**src/rtl/acc_seq_responder.sv**
```systemverilog
// ACC offload responder: accepts one request at a time, executes ADD/SUB/MUL/MULDW
// (iterative radix-2 multiplier) and returns a tagged response from a held register.
module acc_seq_responder #(
  parameter int unsigned DataWidth = 32,
  parameter int unsigned AddrWidth = 4,
  parameter int unsigned IdWidth   = 4,
  parameter int unsigned AccAddr   = 0
) (
  input  logic                 clk_i,
  input  logic                 rst_ni,
  input  logic [AddrWidth-1:0] q_addr_i,
  input  logic [IdWidth-1:0]   q_id_i,
  input  logic [31:0]          q_instr_data_i,
  input  logic [DataWidth-1:0] q_rs1_i,
  input  logic [DataWidth-1:0] q_rs2_i,
  input  logic                 q_valid_i,
  output logic                 q_ready_o,
  output logic [DataWidth-1:0] p_data0_o,
  output logic [DataWidth-1:0] p_data1_o,
  output logic                 p_dual_writeback_o,
  output logic [4:0]           p_rd_o,
  output logic [IdWidth-1:0]   p_id_o,
  output logic                 p_error_o,
  output logic                 p_valid_o,
  input  logic                 p_ready_i
);

  localparam int unsigned CntWidth = (DataWidth > 1) ? $clog2(DataWidth) : 1;
  localparam logic [CntWidth-1:0]  CNT_LAST = CntWidth'(DataWidth - 1);
  localparam logic [AddrWidth-1:0] ACC_ADDR = AddrWidth'(AccAddr);

  localparam logic [2:0] OP_ADD   = 3'b000;
  localparam logic [2:0] OP_SUB   = 3'b001;
  localparam logic [2:0] OP_MUL   = 3'b010;
  localparam logic [2:0] OP_MULDW = 3'b011;

  typedef enum logic [1:0] {
    ST_IDLE = 2'd0,
    ST_EXEC = 2'd1,
    ST_RESP = 2'd2
  } state_e;

  function automatic logic op_legal(input logic [2:0] op);
    return (op == OP_ADD) || (op == OP_SUB) || (op == OP_MUL) || (op == OP_MULDW);
  endfunction

  function automatic logic op_is_mul(input logic [2:0] op);
    return (op == OP_MUL) || (op == OP_MULDW);
  endfunction

  function automatic logic [DataWidth-1:0] alu_result(input logic [2:0] op,
                                                     input logic [DataWidth-1:0] a,
                                                     input logic [DataWidth-1:0] b);
    logic [DataWidth-1:0] res;
    case (op)
      OP_ADD:  res = a + b;
      OP_SUB:  res = a - b;
      default: res = {DataWidth{1'b0}};
    endcase
    return res;
  endfunction

  state_e                     state_r, state_nxt_s;
  logic [CntWidth-1:0]        cnt_r;
  logic [DataWidth-1:0]       mcand_r;
  logic [2*DataWidth-1:0]     prod_r;
  logic                       dual_pend_r;
  logic [DataWidth-1:0]       data0_r, data1_r;
  logic                       dual_r, error_r, valid_r;
  logic [4:0]                 rd_r;
  logic [IdWidth-1:0]         id_r;

  logic [2:0]                 req_op_s;
  logic                       req_err_s;
  logic                       accept_s;
  logic                       mul_last_s;
  logic [DataWidth:0]         mul_sum_s;
  logic [2*DataWidth-1:0]     prod_nxt_s;
  logic                       unused_instr_s;

  assign req_op_s       = q_instr_data_i[14:12];
  assign req_err_s      = (q_addr_i != ACC_ADDR) || !op_legal(req_op_s);
  assign q_ready_o      = (state_r == ST_IDLE);
  assign accept_s       = q_valid_i && q_ready_o;
  assign mul_last_s     = (state_r == ST_EXEC) && (cnt_r == CNT_LAST);
  assign unused_instr_s = ^{q_instr_data_i[31:15], q_instr_data_i[6:0]};

  // One shift-add step: add the multiplicand to the upper half when the current
  // multiplier bit is set, then shift the whole product (with carry) right by one.
  always_comb begin
    mul_sum_s  = {1'b0, prod_r[2*DataWidth-1:DataWidth]};
    prod_nxt_s = prod_r;
    if (prod_r[0]) begin
      mul_sum_s = {1'b0, prod_r[2*DataWidth-1:DataWidth]} + {1'b0, mcand_r};
    end else begin
      mul_sum_s = {1'b0, prod_r[2*DataWidth-1:DataWidth]};
    end
    prod_nxt_s = {mul_sum_s, prod_r[DataWidth-1:1]};
  end

  // Next-state logic.
  always_comb begin
    state_nxt_s = state_r;
    case (state_r)
      ST_IDLE: begin
        if (accept_s) begin
          if (req_err_s || !op_is_mul(req_op_s)) begin
            state_nxt_s = ST_RESP;
          end else begin
            state_nxt_s = ST_EXEC;
          end
        end else begin
          state_nxt_s = ST_IDLE;
        end
      end
      ST_EXEC: begin
        if (cnt_r == CNT_LAST) begin
          state_nxt_s = ST_RESP;
        end else begin
          state_nxt_s = ST_EXEC;
        end
      end
      ST_RESP: begin
        if (p_ready_i) begin
          state_nxt_s = ST_IDLE;
        end else begin
          state_nxt_s = ST_RESP;
        end
      end
      default: state_nxt_s = ST_IDLE;
    endcase
  end

  // State register.
  always_ff @(posedge clk_i or negedge rst_ni) begin
    if (!rst_ni) begin
      state_r <= ST_IDLE;
    end else begin
      state_r <= state_nxt_s;
    end
  end

  // Request capture, multiplier iteration and the held response register.
  always_ff @(posedge clk_i or negedge rst_ni) begin
    if (!rst_ni) begin
      cnt_r       <= {CntWidth{1'b0}};
      mcand_r     <= {DataWidth{1'b0}};
      prod_r      <= {(2*DataWidth){1'b0}};
      dual_pend_r <= 1'b0;
      data0_r     <= {DataWidth{1'b0}};
      data1_r     <= {DataWidth{1'b0}};
      dual_r      <= 1'b0;
      error_r     <= 1'b0;
      valid_r     <= 1'b0;
      rd_r        <= 5'd0;
      id_r        <= {IdWidth{1'b0}};
    end else begin
      case (state_r)
        ST_IDLE: begin
          if (accept_s) begin
            id_r  <= q_id_i;
            rd_r  <= q_instr_data_i[11:7];
            cnt_r <= {CntWidth{1'b0}};
            if (req_err_s) begin
              data0_r <= {DataWidth{1'b0}};
              data1_r <= {DataWidth{1'b0}};
              dual_r  <= 1'b0;
              error_r <= 1'b1;
              valid_r <= 1'b1;
            end else if (op_is_mul(req_op_s)) begin
              mcand_r     <= q_rs1_i;
              prod_r      <= {{DataWidth{1'b0}}, q_rs2_i};
              dual_pend_r <= (req_op_s == OP_MULDW);
              error_r     <= 1'b0;
            end else begin
              data0_r <= alu_result(req_op_s, q_rs1_i, q_rs2_i);
              data1_r <= {DataWidth{1'b0}};
              dual_r  <= 1'b0;
              error_r <= 1'b0;
              valid_r <= 1'b1;
            end
          end
        end
        ST_EXEC: begin
          prod_r <= prod_nxt_s;
          cnt_r  <= cnt_r + CntWidth'(1);
          if (mul_last_s) begin
            data0_r <= prod_nxt_s[DataWidth-1:0];
            data1_r <= dual_pend_r ? prod_nxt_s[2*DataWidth-1:DataWidth] : {DataWidth{1'b0}};
            dual_r  <= dual_pend_r;
            valid_r <= 1'b1;
          end
        end
        ST_RESP: begin
          if (p_ready_i) begin
            valid_r <= 1'b0;
          end
        end
        default: valid_r <= 1'b0;
      endcase
    end
  end

  assign p_data0_o          = data0_r;
  assign p_data1_o          = data1_r;
  assign p_dual_writeback_o = dual_r;
  assign p_rd_o             = rd_r;
  assign p_id_o             = id_r;
  assign p_error_o          = error_r;
  assign p_valid_o          = valid_r;

endmodule

```
**config.mk**
```make
export PLATFORM = sky130hd
export DESIGN_NAME = acc_seq_responder
export DESIGN_NICKNAME = d
export VERILOG_FILES = /design/src/rtl/acc_seq_responder.sv
export SDC_FILE = /design/constraint.sdc
export NUM_CORES = 1
export LEC_CHECK = 0
export CAP_MARGIN = 15
export CORE_UTILIZATION = 44
export DETAILED_ROUTE_END_ITERATION = 7
export PLACE_DENSITY = 0.68
export SETUP_SLACK_MARGIN = 0.4
export SYNTH_ARGS = -nofsm -noshare
export SYNTH_HDL_FRONTEND = slang
export SYNTH_SLANG_ARGS = --single-unit
```
**constraint.sdc**
```tcl
create_clock -name clk_i -period 3.1 [get_ports clk_i]
set_clock_uncertainty 0.1 [all_clocks]
set_input_delay 0.31 -clock clk_i [delete_from_list [all_inputs] [get_ports clk_i]]
set_output_delay 0.31 -clock clk_i [all_outputs]
set_load 0.03 [all_outputs]
```
# Word level (Yosys, flattened, before mapping)

Index checks and enable logic that the tools add are counted.

Register bits after elaboration: 180
Output and inout bits: 77

Add/subtract/negate cells: 4
Eq/ne operators: 12
Mux-type cells: 36
Bitwise operators: 1
Reductions and logical operators: 20

Operators with widths:

| cell                                                                    | number |
|---|---|
| 32-bit 2-to-1 mux                                                       | 9 |
| 64-bit 2-to-1 mux                                                       | 3 |
| 32-bit one-hot mux with 2 select lines                                  | 3 |
| 64-bit one-hot mux with 2 select lines                                  | 1 |
| 32-bit by 32-bit adder with 33-bit output                               | 1 |
| 33-bit 2-to-1 mux                                                       | 1 |
| 32-bit adder                                                            | 1 |
| 32-bit subtractor                                                       | 1 |
| 4-bit AND reduction                                                     | 4 |
| 1-bit 2-to-1 mux                                                        | 10 |
| 5-bit one-hot mux with 2 select lines                                   | 1 |
| 2-bit 2-to-1 mux                                                        | 4 |
| 3-bit by 2-bit equality test with 1-bit output, second input constant   | 2 |
| 1-bit logical OR                                                        | 6 |
| 2-bit inequality test, second input constant                            | 3 |
| 2-bit one-hot mux with 3 select lines                                   | 1 |
| 5-bit by 1-bit adder with 5-bit output, second input constant           | 1 |
| 5-bit equality test, second input constant                              | 1 |
| 5-bit 2-to-1 mux                                                        | 1 |
| 2-bit by 1-bit inequality test with 1-bit output, second input constant | 2 |
| 2-bit AND reduction                                                     | 2 |
| 4-bit nonzero test                                                      | 1 |
| 3-bit by 1-bit equality test with 1-bit output, second input constant   | 1 |
| 3-bit logical NOT                                                       | 1 |
| 10 further kinds                                                        | 12 |

# Longest topological paths before layout

Depth in word-level cells: 10
Gate-level depth with buffers: 19

# Worst setup path before layout

Ideal clock, no wire load.

Kind: input-to-reg
From: input port q_rs2_i[5]
To: register data0_r[31] (netlist: p_data0_o[31])
Setup time: 0.129 ns
Data arrival time: 3.990 ns
Slack: -1.119 ns
Cell stages on the path: 18
Path buffers: 1
Cell sequence: or3_4 > or3b_4 > nor2_2 > nand2_2 > or4_1 > o21ai_1 > xor2_1 > ha_1 > clkbuf_1 > a21oi_1 > o21ai_1 > a2111oi_0 > o21ai_0 > a31oi_1 > a211oi_1 > a221oi_1 > xnor2_1 > o21ai_1

Cells in the longest elaborated chain, start to end: 6
Elaborated cells between the ends (all ways): 7
Classes of those cells: add/sub (2); mux (5)

RTL lines:

| item                                                     | RTL line | source |
|---|---|---|
| start: declaration                                       | 15       | `input logic [DataWidth-1:0] q_rs2_i,` |
| 32-bit subtractor / 32-bit adder (equally long branches) | 57, 56   |  |
| 32-bit one-hot mux with 2 select lines (*)               | 55       | `case (op)` |
| 32-bit 2-to-1 mux (*)                                    | 170      | `end else if (op_is_mul(req_op_s)) begin` |
| 32-bit 2-to-1 mux (*)                                    | 164      | `if (req_err_s) begin` |
| 32-bit 2-to-1 mux (*)                                    | 160      | `if (accept_s) begin` |
| 32-bit one-hot mux with 2 select lines (*)               | 158      | `case (state_r)` |
| end signal: assignment                                   | 165      | `data0_r <= {DataWidth{1'b0}};` |
| end signal: assignment                                   | 176      | `data0_r <= alu_result(req_op_s, q_rs1_i, q_rs2_i);` |
| end signal: assignment                                   | 188      | `data0_r <= prod_nxt_s[DataWidth-1:0];` |
| end: declaration                                         | 68       | `logic [DataWidth-1:0] data0_r, data1_r;` |

Mark *: on every way between the ends. The rest lies on a longest branch, timed or not. The select of a mux whose other input is x is not followed.
A chain may end at the register's enable or synchronous reset.

# Final worst setup path

From: input port q_rs2_i[3]
To: register data0_r[31] (netlist: p_data0_o[31])

Same word-level chain as after synthesis.

==> key figures <==
Outcome
  • Run status: finished, violations left
  • Failing checks: negative setup slack

Detailed routing
  • Initial DRC Count: 902
  • Residual DRC: 0
  • Drt first pass iters: 5
  • Via density: 5.669
  • Post-DR wirelength/cell: 19.26 um
  • Total number of vias: 11310
  • ANT nets after route: 0
  • Routed Wire Length: 38.42 mm

Clock tree
  • H-tree Lvls: 4
  • Clock latency on the worst-skew pair: 450 ps
  • Root Driver: clkbuf_16
  • Total CTS buffers: 17
  • Clock Path Buffers: 2
  • TritonCTS clock tree: yes
  • Reg clk slew, reported paths: 70 ps
  • Clock sinks: 180

Worst setup path
  • Crit end category: flop
  • Critical Path Fanout Max: 3
  • CP startpoint kind: input port
  • CP required: 3300 ps
  • Critical path cell sequence: buf_6 -> or3_4 -> or3b_4 -> nor2_4 -> nand2_2 -> buf_6 -> nor4_4 -> buf_4 -> buf_4 -> a21oi_2 -> xnor2_1 -> ha_2 -> a21o_1 -> a21oi_2 -> nor2b_2 -> o21ai_1 -> a31oi_2 -> a211oi_2 -> a221oi_2 -> xnor2_1 -> o21ai_1
  • CP max-delay cell: or3b_4
  • Worst path max stage delay: 430 ps
  • R2r setup slk: 120 ps
  • Crit path kind: input port to flop
  • Worst R2R Path Depth: 15
  • Arrival time at the worst endpoint: 4010 ps

Placed design
  • Placement Setup Slack: -1784 ps
  • Post-DP HPWL: 27.55 mm
  • Cells after DPL: 1906
  • Dpl cell area: 14910 sq um
  • PortBufs: 160
  • Routability-driven placement congestion ratio: 0.9463

Synthesis
  • Synth warn: 0
  • FF+latch count, synth: 180
  • Syn Inst Count: 1277
  • Synth top area cells: dfrtp_1 (39%), ha_1 (7.2%), nand2_1 (6.9%)
  • Yosys top cell by area: dfrtp_1
  • Top cell type's share of synthesized area: 39.47%
  • Post-Syn Nets: 1453
  • Sequential area share after synthesis: 39.47%
  • Post-synth EDFFs: 0
  • Commonest cells in the netlist: nand2_1 (211), dfrtp_1 (180), o21ai_0 (111)
  • Cell Area, Synth: 11410 sq um
  • Top_reg_cell synth: dfrtp_1
  • Ys async rst share: 100.0%
  • Top-count cell post-synth: nand2_1
  • Post-Syn Area per Cell: 8.937 sq um
  • Distinct cells, synth: 74

Timing
  • Slew Limit Fails: 0
  • Worst-margin pin slew: 786.7 ps
  • Unrepaired setup endpoints after global routing: true
  • Fin crit share: 122.6%
  • Fmax: 0.2631 GHz
  • Setup TNS: -9725 ps
  • # setup viols final: 22
  • Worst rel slew slack: 47.40%
  • Final WS setup: -700.2 ps
  • Min Tclk post-route: 3800 ps
  • Final Hold Viols: 0

GRT
  • Total track usage: 28.82%
  • Global-route wire length before repair: 58.84 mm
  • Gr ovfl total: 0
  • Vias in the first global route: 10990
  • Largest net degree at the start of global routing: 72
  • Initial antenna violation count: 0

Final layout
  • Final Instance Area: 17090 sq um
  • P&R area growth vs syn: 49.73%
  • Fraction of layout cells with a size suffix above 1: 30.93%
  • Finished Layout Cells: 1995
  • Fillers: 1990
  • Antenna diodes: 0
  • Fin nets: 1828

Floorplanning
  • Die Y-Extent: 163.1 um
  • Die Width: 163.1 um
  • Starting Density: 45.06%
  • Top-Level Pins: 185
  • Die area: 26590 sq um
  • Placeable Area: 25330 sq um
  • Site Rows: 58

Power and ir drop
  • PwrDens: 619.1 nW/um^2
  • Peak VDD IR: 0.3542 mV
  • Static Leakage: 7.701 nW

Worst hold path
  • Hold Path Class: input port to flop
  • Min-Delay Path Depth: 4

Flow run
  • Max capacitance violation total: 0
## report_power, final
part	switching, mW	leakage, nW	internal, mW
clock	1.12	0.294	1.11
sequential	0.490	2.29	2.91
combinational	2.61	5.12	2.34
## worst max-delay path, delay by kind of cell
kind | cells | cell delay (ps)
buffers and inverters | 4 | 540
AOI/OAI and AO/OA | 8 | 1070
and+or+nand+nor | 6 | 1460
adders and majority gates | 1 | 300
xor gates and xnor gates | 2 | 310
## timing repair
item | 4_1_cts | 5_1_grt
pin swaps | 99 | 96
gates cloned | 0 | 0
hold endpoints to repair | 69 | 0
setup buffers | 32 | 24
hold buffers | 1 | 0
resized for setup | 175 | 104
setup endpoints to repair | 63 | 62
## kinds of logic (layout without fill, tap and decap cells)
kind of cell             count (synthesis)  in the layout  share of synthesized area (%)
AND/OR/NAND/NOR                        422            422                          16.99
AO/OA/AOI/OAI                          373            373                          20.35
flip-flops                             180            180                          39.47
XOR/XNOR                                84             84                          6.447
buffers and inverters                   81            469                          2.675
multiplexers                            69             69                          6.480
adder cells (fa/ha/maj)                 68             68                          7.587
## registers in the layout, summed over array words and instances (netlist names)
name / count
state_r: 2
p_id_o: 4
p_dual_writeback_o: 1
cnt_r: 5
mcand_r: 32
p_data0_o: 32
p_valid_o: 1
p_data1_o: 32
p_error_o: 1
p_rd_o: 5
prod_r: 64
dual_pend_r: 1
## through the flow
step	power, mW	util [%]	hold slack, ps
5_1_grt	11.14	67.47	154.1
4_1_cts	10.15	65.01	145.8
3_3_place_gp	7.363	58.86	260.6
3_5_place_dp	7.444	58.86	257.6
2_1_floorplan	5.823	-	-85.59
6_report	10.58	67.47	160.8
## layer usage
| metal | up-vias | routed length, um | global-route usage, % |
|---|---|---|---|
| li1 | 5339 | - | - |
| met1 | 5496 | 16150 | 37.57 |
| met2 | 395 | 18930 | 48.80 |
| met3 | 79 | 2138 | 4.266 |
| met4 | 0 | 1205 | 9.728 |
| met5 | - | 0 | 0 |
## final timing paths
kind | from | end
worst max register to register | mcand_r[0] | prod_r[61]
worst min-delay path | q_rs2_i[0] | prod_r[0]
max in group asynchronous | rst_ni | prod_r[0]
worst min register to register | p_dual_writeback_o | p_dual_writeback_o
worst max-delay path | q_rs2_i[3] | p_data0_o[31]
min in group asynchronous | rst_ni | p_data1_o[19]
## cell usage in the layout (no fill, tap or decap), types with 32 or more instances in the layout
cell type,n
mux2_2,39
nand2_1,205
nor2_1,91
clkdlybuf4s50_1,150
dfrtp_1,179
a21o_1,32
o21ai_0,59
o21ai_1,46
a21oi_1,50
buf_4,224
ha_1,51
xnor2_1,38
a31oi_1,49
## layout make-up
| type | instances | area, sq um | share of cell area [%] |
|---|---|---|---|
| Clock buffer | 18 | 439.2 | 2.570 |
| Timing Repair Buffer | 419 | 3716 | 21.75 |
| Clock inverter | 14 | 157.7 | 0.9226 |
| Inverter | 18 | 72.57 | 0.4247 |
| Multi-Input combinational cell | 1016 | 7784 | 45.55 |
| Tap cell | 330 | 412.9 | 2.416 |
| Sequential cell | 180 | 4506 | 26.37 |
Power figures use the tool's default switching activity.
